$ cat config.mk
export PLATFORM = sky130hd
export DESIGN_NAME = patch_cfg_sequencer
export DESIGN_NICKNAME = d
export VERILOG_FILES = /design/src/rtl/patch_cfg_pkg.sv /design/src/rtl/patch_cfg_sequencer_mux.sv /design/src/rtl/patch_cfg_sequencer.sv
export SDC_FILE = /design/constraint.sdc
export NUM_CORES = 1
export LEC_CHECK = 0
export ABC_CLOCK_PERIOD_IN_PS = 5750
export CORE_UTILIZATION = 53
export DETAILED_ROUTE_END_ITERATION = 8
export PLACE_DENSITY = 0.95
export SYNTH_ARGS = -nofsm -noshare
export SYNTH_HDL_FRONTEND = slang
export SYNTH_SLANG_ARGS = --single-unit
$ cat constraint.sdc
create_clock -name mclk -period 5.75 [get_ports mclk]
set_clock_uncertainty 0.2 [all_clocks]
set_input_delay 1.15 -clock mclk [delete_from_list [all_inputs] [get_ports mclk]]
set_output_delay 1.15 -clock mclk [all_outputs]
set_load 0.05 [all_outputs]
$ cat src/rtl/patch_cfg_pkg.sv
// Shared register map, FSM encoding and descriptor layout for the patch
// config sequencer. patch_store and the host software headers use the
// same addresses.
package patch_cfg_pkg;

   localparam int DEF_ADDR_W  = 23;
   localparam int DEF_IDX_W   = 6;
   localparam int DEF_OFF_W   = 13;
   localparam int DEF_HOLDOFF = 16;
   localparam int HOLD_CNT_W  = 8;    // holds HOLDOFF up to 255

   localparam logic [15:0] CAM_ADDR_LO  = 16'h7000;
   localparam logic [15:0] CAM_ADDR_HI  = 16'h7001;
   localparam logic [15:0] CAM_MASK_LO  = 16'h7002;
   localparam logic [15:0] CAM_MASK_HI  = 16'h7003;
   localparam logic [15:0] CAM_INDEX    = 16'h7004;
   localparam logic [15:0] OFFSET_BASE  = 16'h7800;
   localparam logic [15:0] CONTENT_BASE = 16'h8000;

   typedef enum logic [2:0] {
      ST_IDLE, ST_A_LO, ST_A_HI, ST_M_LO, ST_M_HI, ST_OFS, ST_TRIG, ST_HOLD
   } seq_state_t;

   typedef struct packed {
      logic [DEF_ADDR_W-1:0] addr;
      logic [DEF_ADDR_W-1:0] mask;
      logic [DEF_IDX_W-1:0]  index;
      logic [DEF_OFF_W-1:0]  offset;
   } patch_desc_t;

   // CAM staging registers: a host write here mid-sequence may corrupt them
   function automatic logic is_cam_reg(input logic [15:0] a);
      return (a >= CAM_ADDR_LO) && (a <= CAM_INDEX);
   endfunction

endpackage

$ cat src/rtl/patch_cfg_sequencer_mux.sv
// cfg_bus_mux: registered two-input priority mux onto the config bus.
// Host always wins; the sequencer gets a same-cycle grant when the host
// is idle so its FSM can advance.
//  mclk, reset            clock, async active-high reset
//  i_host_strobe/addr/data host write (no backpressure)
//  i_seq_req/addr/data     pending sequencer write
//  o_seq_grant             sequencer write taken this cycle
//  o_cfg_strobe/addr/data  registered merged bus
module cfg_bus_mux (
   input  logic        mclk,
   input  logic        reset,
   input  logic        i_host_strobe,
   input  logic [15:0] i_host_addr,
   input  logic [15:0] i_host_data,
   input  logic        i_seq_req,
   input  logic [15:0] i_seq_addr,
   input  logic [15:0] i_seq_data,
   output logic        o_seq_grant,
   output logic        o_cfg_strobe,
   output logic [15:0] o_cfg_addr,
   output logic [15:0] o_cfg_data
);

   assign o_seq_grant = i_seq_req & ~i_host_strobe;

   always_ff @(posedge mclk or posedge reset) begin
      if (reset) begin
         o_cfg_strobe <= 1'b0;
         o_cfg_addr   <= '0;
         o_cfg_data   <= '0;
      end else if (i_host_strobe) begin
         o_cfg_strobe <= 1'b1;
         o_cfg_addr   <= i_host_addr;
         o_cfg_data   <= i_host_data;
      end else if (i_seq_req) begin
         o_cfg_strobe <= 1'b1;
         o_cfg_addr   <= i_seq_addr;
         o_cfg_data   <= i_seq_data;
      end else begin
         o_cfg_strobe <= 1'b0;
      end
   end

endmodule

$ cat src/rtl/patch_cfg_sequencer.sv
// patch_cfg_sequencer: expands one patch descriptor into the ordered CAM
// programming writes (addr lo/hi, mask lo/hi, slot offset, trigger), merges
// them behind host config writes, then waits out the CAM write holdoff.
//  mclk, reset                  clock, async active-high reset
//  i_host_addr/data/strobe      host config write
//  i_desc_valid, o_desc_ready   descriptor handshake
//  i_desc_addr/mask/index/offset descriptor fields (sampled on accept only)
//  o_cfg_addr/data/strobe       merged config bus
//  o_seq_busy                   sequence or holdoff in progress
//  o_conflict, i_conflict_clr   sticky host-hit-CAM-staging flag and clear
module patch_cfg_sequencer
   import patch_cfg_pkg::*;
#(
   parameter int ADDR_W  = DEF_ADDR_W,
   parameter int IDX_W   = DEF_IDX_W,
   parameter int OFF_W   = DEF_OFF_W,
   parameter int HOLDOFF = DEF_HOLDOFF
) (
   input  logic              mclk,
   input  logic              reset,
   input  logic [15:0]       i_host_addr,
   input  logic [15:0]       i_host_data,
   input  logic              i_host_strobe,
   input  logic              i_desc_valid,
   output logic              o_desc_ready,
   input  logic [ADDR_W-1:0] i_desc_addr,
   input  logic [ADDR_W-1:0] i_desc_mask,
   input  logic [IDX_W-1:0]  i_desc_index,
   input  logic [OFF_W-1:0]  i_desc_offset,
   output logic [15:0]       o_cfg_addr,
   output logic [15:0]       o_cfg_data,
   output logic              o_cfg_strobe,
   output logic              o_seq_busy,
   output logic              o_conflict,
   input  logic              i_conflict_clr
);

   seq_state_t            r_state;
   logic [ADDR_W-1:0]     r_addr;
   logic [ADDR_W-1:0]     r_mask;
   logic [IDX_W-1:0]      r_index;
   logic [OFF_W-1:0]      r_offset;
   logic [HOLD_CNT_W-1:0] r_hold_cnt;
   logic                  r_conflict;

   logic                  w_seq_req;
   logic [15:0]           w_seq_addr;
   logic [15:0]           w_seq_data;
   logic                  w_grant;
   logic                  w_conflict_set;

   assign o_seq_busy     = (r_state != ST_IDLE);
   assign o_desc_ready   = (r_state == ST_IDLE) && !reset;
   assign o_conflict     = r_conflict;
   assign w_conflict_set = i_host_strobe && is_cam_reg(i_host_addr) && o_seq_busy;

   // Write presented by the current state; upper halves zero-extended
   always_comb begin
      w_seq_req  = 1'b1;
      w_seq_addr = '0;
      w_seq_data = '0;
      case (r_state)
         ST_A_LO: begin w_seq_addr = CAM_ADDR_LO; w_seq_data = r_addr[15:0];      end
         ST_A_HI: begin w_seq_addr = CAM_ADDR_HI; w_seq_data = 16'(r_addr >> 16); end
         ST_M_LO: begin w_seq_addr = CAM_MASK_LO; w_seq_data = r_mask[15:0];      end
         ST_M_HI: begin w_seq_addr = CAM_MASK_HI; w_seq_data = 16'(r_mask >> 16); end
         ST_OFS:  begin w_seq_addr = OFFSET_BASE + 16'(r_index); w_seq_data = 16'(r_offset); end
         ST_TRIG: begin w_seq_addr = CAM_INDEX;   w_seq_data = 16'(r_index);      end
         default: w_seq_req = 1'b0;
      endcase
   end

   cfg_bus_mux u_mux (
      .mclk          (mclk),
      .reset         (reset),
      .i_host_strobe (i_host_strobe),
      .i_host_addr   (i_host_addr),
      .i_host_data   (i_host_data),
      .i_seq_req     (w_seq_req),
      .i_seq_addr    (w_seq_addr),
      .i_seq_data    (w_seq_data),
      .o_seq_grant   (w_grant),
      .o_cfg_strobe  (o_cfg_strobe),
      .o_cfg_addr    (o_cfg_addr),
      .o_cfg_data    (o_cfg_data)
   );

   always_ff @(posedge mclk or posedge reset) begin
      if (reset) begin
         r_state    <= ST_IDLE;
         r_addr     <= '0;
         r_mask     <= '0;
         r_index    <= '0;
         r_offset   <= '0;
         r_hold_cnt <= '0;
         r_conflict <= 1'b0;
      end else begin
         // set has priority over clear
         r_conflict <= w_conflict_set | (r_conflict & ~i_conflict_clr);
         case (r_state)
            ST_IDLE: if (i_desc_valid) begin
               r_addr   <= i_desc_addr;
               r_mask   <= i_desc_mask;
               r_index  <= i_desc_index;
               r_offset <= i_desc_offset;
               r_state  <= ST_A_LO;
            end
            ST_A_LO: if (w_grant) r_state <= ST_A_HI;
            ST_A_HI: if (w_grant) r_state <= ST_M_LO;
            ST_M_LO: if (w_grant) r_state <= ST_M_HI;
            ST_M_HI: if (w_grant) r_state <= ST_OFS;
            ST_OFS:  if (w_grant) r_state <= ST_TRIG;
            ST_TRIG: if (w_grant) begin
               r_state    <= ST_HOLD;
               r_hold_cnt <= HOLD_CNT_W'(HOLDOFF);
            end
            ST_HOLD: begin
               // HOLDOFF cycles in HOLD, so ready returns HOLDOFF cycles after the trigger strobe
               r_hold_cnt <= r_hold_cnt - 1'b1;
               if (r_hold_cnt == HOLD_CNT_W'(1)) r_state <= ST_IDLE;
            end
            default: r_state <= ST_IDLE;
         endcase
      end
   end

endmodule

==> flow_metrics.tcl, run 1 <==
set metrics [dict create \
    yosysMostFrequentCell "dfrtp_1" \
    yosysWarnings 0 \
    coreArea_um2 9415 \
    cap_violations 0 \
    endpoint_kind "primary output" \
    grt.total_usage_pct 26.28 \
    seq_area_frac_synth_pct 52.59 \
    r2r-start "r_state[0]$_DFFE_PP0P_" \
    rsz0062_at_grt "no" \
    synth_area_leader_cell "dfrtp_1" \
    status "finished clean" \
    postCtsSetupRepairBufs 0 \
    synthMuxAreaShare_pct 18.22 \
    dr.pass1.iters 5 \
    finalSetupTns_ns 0 \
    grt_max_degree 73 \
    syn_nets 566 \
    synth-async-reset-ratio_pct 100.0 \
    cts-resized-gates 0 \
    cts_buffer_depth 2 \
    synthAdderAreaFrac_pct 0.4781 \
    setup_viol 0 \
    drt-vias-per-instance 5.692 \
    wl_per_cell_um 17.90 \
    drv_slew 0 \
    antenna_found_initial 0 \
    area_growth_pct 30.34 \
    fin_crit_ns 3.947 \
    rows 35 \
    fmax_mhz 253.4 \
    synth-simple-area-share_pct 10.02 \
    htreeDepth 3 \
    cts_tree "yes" \
    ys_types 45 \
    leakagePower_nw 3.020 \
    grt_pass1_vias 4366 \
    globalplace.congestion 0.7802 \
    vias 4070 \
    grt_pass1_wl_mm 20.51 \
    cp-start-kind "primary input" \
    ant_nets 0 \
    synth_top_family_by_area "multiplexers" \
    synth_cells 462 \
    grt_overflow 0 \
    wl_mm 12.80 \
    cts_root_buffer "clkbuf_8" \
    whs_ns 0.2843 \
    avgSynthCellArea_um2 11.33 \
    min_to "r_hold_cnt[7]$_DFFE_PP0P_" \
    netlist.area_leader.share_pct 52.59 \
    synth_seq_cells 110 \
    cts-hold-fix-buffers 0 \
    drc 0 \
    cts_made_buffers 9 \
    fp.dieH_um 101.4 \
    cts.sinks 110 \
    nets 685 \
    die_w_um 101.4 \
    clock_latency_ns 0.36 \
    hold_path_depth 1 \
    path_max_fanout 2 \
    dpl.hpwl_mm 9.035 \
    synthXorXnorAreaFrac_pct 0.1673 \
    path_class "primary input to primary output" \
    ff2ff_path_depth 5 \
    synth_common_cells "110 x dfrtp_1, 59 x nand2_1, 54 x mux2_2, 40 x o21ai_0, 19 x nor2_1" \
    cp.required_ns 4.40 \
    dr.first_iter.drc_count 258 \
    reg2reg_slack_ns 3.23 \
    multi_input_area_um2 2200 \
    worst_pin_slew_ns 0.9317 \
    io_buffers 137 \
    fill_cells 650 \
    seq_area_um2 2754 \
    die_area_um2 10280 \
    clk_pin_slew_worst_paths_ns 0.10 \
    relSlewSlack_pct 37.89 \
    synth_compound_area_share_pct 13.10 \
    ir_drop_uv 271.4 \
    hold_viol 0 \
    worstHoldStart "r_hold_cnt[7]$_DFFE_PP0P_" \
    worstPathArrival_ns 2.60 \
    synth_edf_count 0 \
    io_pins 138 \
    start_util_pct 55.59 \
    drive_gt1_share_pct 15.53 \
    ys.flop_type "dfrtp_1" \
    n_antenna_cell 0 \
    yosys-top-cells-area "dfrtp_1 53%, mux2_2 12%, nand2_1 4.2%" \
    pwr_density_cell_nw_per_um2 454.4 \
    syn_area_um2 5234 \
    reg2reg_to "u_mux.o_cfg_data[12]$_DFFE_PP0P_" \
    final.period_utilization_pct 68.64 \
    hold_class "flip-flop to flip-flop" \
]
-- state kept, by name, summed over array words and instances, names as in the netlist --
register / flops
o_conflict: 1
r_addr: 23
r_hold_cnt: 8
r_index: 6
r_mask: 23
r_offset: 13
r_state: 3
u_mux.o_cfg_addr: 16
u_mux.o_cfg_data: 16
u_mux.o_cfg_strobe: 1
-- stage by stage --
stage	std cells	cell area, um2	util, %	worst slack, ns	power [W]
after global placement	699	6578	69.86	1.795	0.002492
after CTS	715	6822	72.45	1.801	0.003105
after detailed placement	699	6578	69.86	1.814	0.002554
final	715	6822	72.45	1.803	0.003100
after floorplan	462	5234	-	1.498	0.002144
after global routing	715	6822	72.45	1.758	0.003274
-- per-layer routing --
layer,vias to the layer above,wire [um],global-route usage [%]
met4,0,318,10.14
met3,27,846,5.521
met1,1986,4902,30.97
met5,-,0,0
met2,168,6734,47.10
li1,1889,-,-
-- worst max-delay path by stage --
stage          start                    to  slack, ns  cells after the start
2_1_floorplan  reset  o_conflict$_DFF_PP0_       1.50                      1
3_3_place_gp   reset          o_desc_ready       1.79                      3
3_5_place_dp   reset          o_desc_ready       1.81                      3
4_1_cts        reset          o_desc_ready       1.80                      3
5_1_grt        reset          o_desc_ready       1.76                      3
6_report       reset          o_desc_ready       1.80                      3
-- cell usage in the layout (no fill, tap or decap), drive strengths merged, types with 2 or more instances in the layout --
cell and count:
a21oi 12, a221oi 8, a22o 2, a22oi 12, and2 2, and3 2
buf 6, bufinv 3, clkbuf 9, clkdlybuf4s50 136, clkinv 2, dfrtp 110
ha 2, inv 16, mux2 68, mux2i 15, nand2 59, nand3 4
nand3b 2, nand4b 2, nor2 19, nor2b 7, nor3 6, nor3b 3
nor4 3, o211ai 6, o21ai 40, o22a 2, o22ai 3, o2bb2ai 10
o311ai 2, o31ai 2
-- kinds of logic (layout without fill, tap and decap cells) --
logic type / Yosys count / in the layout
muxes: 83 / 83
buffers and inverters: 49 / 173
DFF: 110 / 110
and+or+nand+nor: 113 / 113
AOI/OAI and AO/OA: 104 / 104
adders and majority gates: 2 / 2
xor gates and xnor gates: 1 / 1
-- where the power goes --
| group | switching [W] | internal, W |
|---|---|---|
| Combinational | 0.000768 | 0.000557 |
| Sequential | 0.000180 | 0.00105 |
| Clock | 0.000258 | 0.000291 |
-- layout make-up --
type,instances,area share (%)
clock buffer,9,1.816
clock inverter,7,1.761
inverter,15,0.8621
multi-input combinational,303,32.25
sequential,110,40.37
tap,129,2.366
timing repair buffer,142,20.58
-- worst max-delay path, cell delays in order --
cell,delay (ns)
clkdlybuf4s50_1,0.50
nor2_1,0.14
clkdlybuf4s50_1,0.81
Note: power is estimated with default switching activity, not from simulation.
==> run 2: changes to the inputs <==
Settings changed: ABC_CLOCK_PERIOD_IN_PS 5750 to 4000, CORE_UTILIZATION 53 to 49, PLACE_DENSITY 0.95 to 0.91.
Clock period 5.75 ns to 4 ns, I/O delays scaled along.
==> run 2 against run 1 <==
  * Via count about the same
  * Die area increased by 8.0%
  * Clock-buffer cell count unchanged
  * Cell area about the same
  * Setup slack worse by 1.0 ns
  * Total power up 43%
  * Sequential power rose by 43%
  * Critical endpoint unchanged
  * Largest cell class unchanged
==> flow_metrics.tcl, run 2 (same netlist as run 1, synthesis figures left out) <==
set metrics [dict create \
    cts-resized-gates 0 \
    cts_tree "yes" \
    cts_made_buffers 9 \
    top_regs "r_addr: 23 flops, r_mask: 23 flops" \
    cp.required_ns 3.00 \
    path_class "primary input to primary output" \
    die_w_um 105.4 \
    antenna_found_initial 0 \
    start_util_pct 50.70 \
    worstPathArrival_ns 2.24 \
    cap_violations 0 \
    setup_viol 0 \
    cts.sinks 110 \
    dr.pass1.iters 6 \
    cts_root_buffer "clkbuf_8" \
    multi_input_area_um2 2200 \
    clk_pin_slew_worst_paths_ns 0.10 \
    reg2reg_to "u_mux.o_cfg_data[12]$_DFFE_PP0P_" \
    path_max_fanout 2 \
    final.period_utilization_pct 80.91 \
    die_area_um2 11100 \
    drt-vias-per-instance 5.641 \
    ff2ff_path_depth 5 \
    coreArea_um2 10320 \
    postCtsSetupRepairBufs 0 \
    relSlewSlack_pct 37.38 \
    grt.total_usage_pct 24.06 \
    cp-start-kind "primary input" \
    dr.first_iter.drc_count 208 \
    io_pins 138 \
    seq_area_um2 2754 \
    drc 0 \
    clock_latency_ns 0.37 \
    grt_max_degree 70 \
    drive_gt1_share_pct 15.53 \
    nets 685 \
    status "finished clean" \
    whs_ns 0.3022 \
    drv_slew 0 \
    mostFrequentLayoutCells "136 x clkdlybuf4s50_1, 109 x dfrtp_1, 59 x nand2_1" \
    fill_cells 762 \
    layout_commonest_cell "clkdlybuf4s50_1" \
    hold_class "flip-flop to flip-flop" \
    wl_mm 12.85 \
    grt_pass1_vias 4213 \
    rsz0062_at_grt "no" \
    rows 37 \
    ir_drop_uv 446.3 \
    r2r-start "r_state[0]$_DFFE_PP0P_" \
    ant_nets 0 \
    globalplace.congestion 0.7702 \
    n_antenna_cell 0 \
    vias 4073 \
    min_to "r_offset[0]$_DFFE_PP0P_" \
    pwr_density_cell_nw_per_um2 649.7 \
    io_buffers 137 \
    dpl.hpwl_mm 9.023 \
    cts-hold-fix-buffers 0 \
    fmax_mhz 309.0 \
    wl_per_cell_um 17.80 \
    grt_pass1_wl_mm 20.80 \
    hold_viol 0 \
    worstHoldStart "r_offset[0]$_DFFE_PP0P_" \
    grt_overflow 0 \
    cts_buffer_depth 2 \
    leakagePower_nw 3.017 \
    htreeDepth 3 \
    reg2reg_slack_ns 1.42 \
    finalSetupTns_ns 0 \
    endpoint_kind "primary output" \
    power_w 0.004436 \
    hold_path_depth 1 \
    area_growth_pct 30.46 \
    fp.dieH_um 105.4 \
    fin_crit_ns 3.237 \
    worst_pin_slew_ns 0.9393 \
]
==> run 2: report_power, final <==
| group | internal [W] | switching, W |
|---|---|---|
| Clock | 0.000363 | 0.000393 |
| Sequential | 0.00150 | 0.000260 |
| Combinational | 0.000803 | 0.00111 |
==> run 2: routing by layer <==
metal | wire length, um | up-vias | GRT usage, %
met1 | 5240 | 1994 | 30.85
met5 | 0 | - | 0
li1 | - | 1890 | -
met4 | 233 | 0 | 7.545
met3 | 716 | 20 | 4.143
met2 | 6662 | 169 | 41.54
==> run 2: critical path: stages <==
cell	delay, ns
clkdlybuf4s50_1	0.47
nor2_1	0.15
clkdlybuf4s50_1	0.81
==> run 2: final cells by class <==
class | count | area share [%]
repair buffers | 142 | 20.74
inverters | 15 | 0.8613
well taps | 136 | 2.492
flip-flops and latches | 110 | 40.33
clock buffers | 9 | 1.814
multi-input cells | 303 | 32.22
clock inverters | 7 | 1.539
==> run 2: how the worst max path moves through the flow <==
stage | start | end | slack [ns] | cells past startpoint
after global placement | reset | o_desc_ready | 0.82 | 3
after floorplan | reset | o_conflict$_DFF_PP0_ | 0.1 | 1
after detailed placement | reset | o_desc_ready | 0.78 | 3
final | reset | o_desc_ready | 0.76 | 3
after global routing | r_state[2]$_DFFE_PP0P_ | o_desc_ready | 0.74 | 4
after CTS | reset | o_desc_ready | 0.78 | 3
==> run 2: stage by stage <==
| stage | utilization, % | setup WS [ns] | std cells | area, um2 |
|---|---|---|---|---|
| after floorplan | - | 0.09770 | 462 | 5234 |
| after global placement | 63.92 | 0.8151 | 706 | 6599 |
| after detailed placement | 63.92 | 0.7833 | 706 | 6599 |
| after CTS | 66.14 | 0.7786 | 722 | 6828 |
| after global routing | 66.14 | 0.7405 | 722 | 6828 |
| final | 66.14 | 0.7634 | 722 | 6828 |
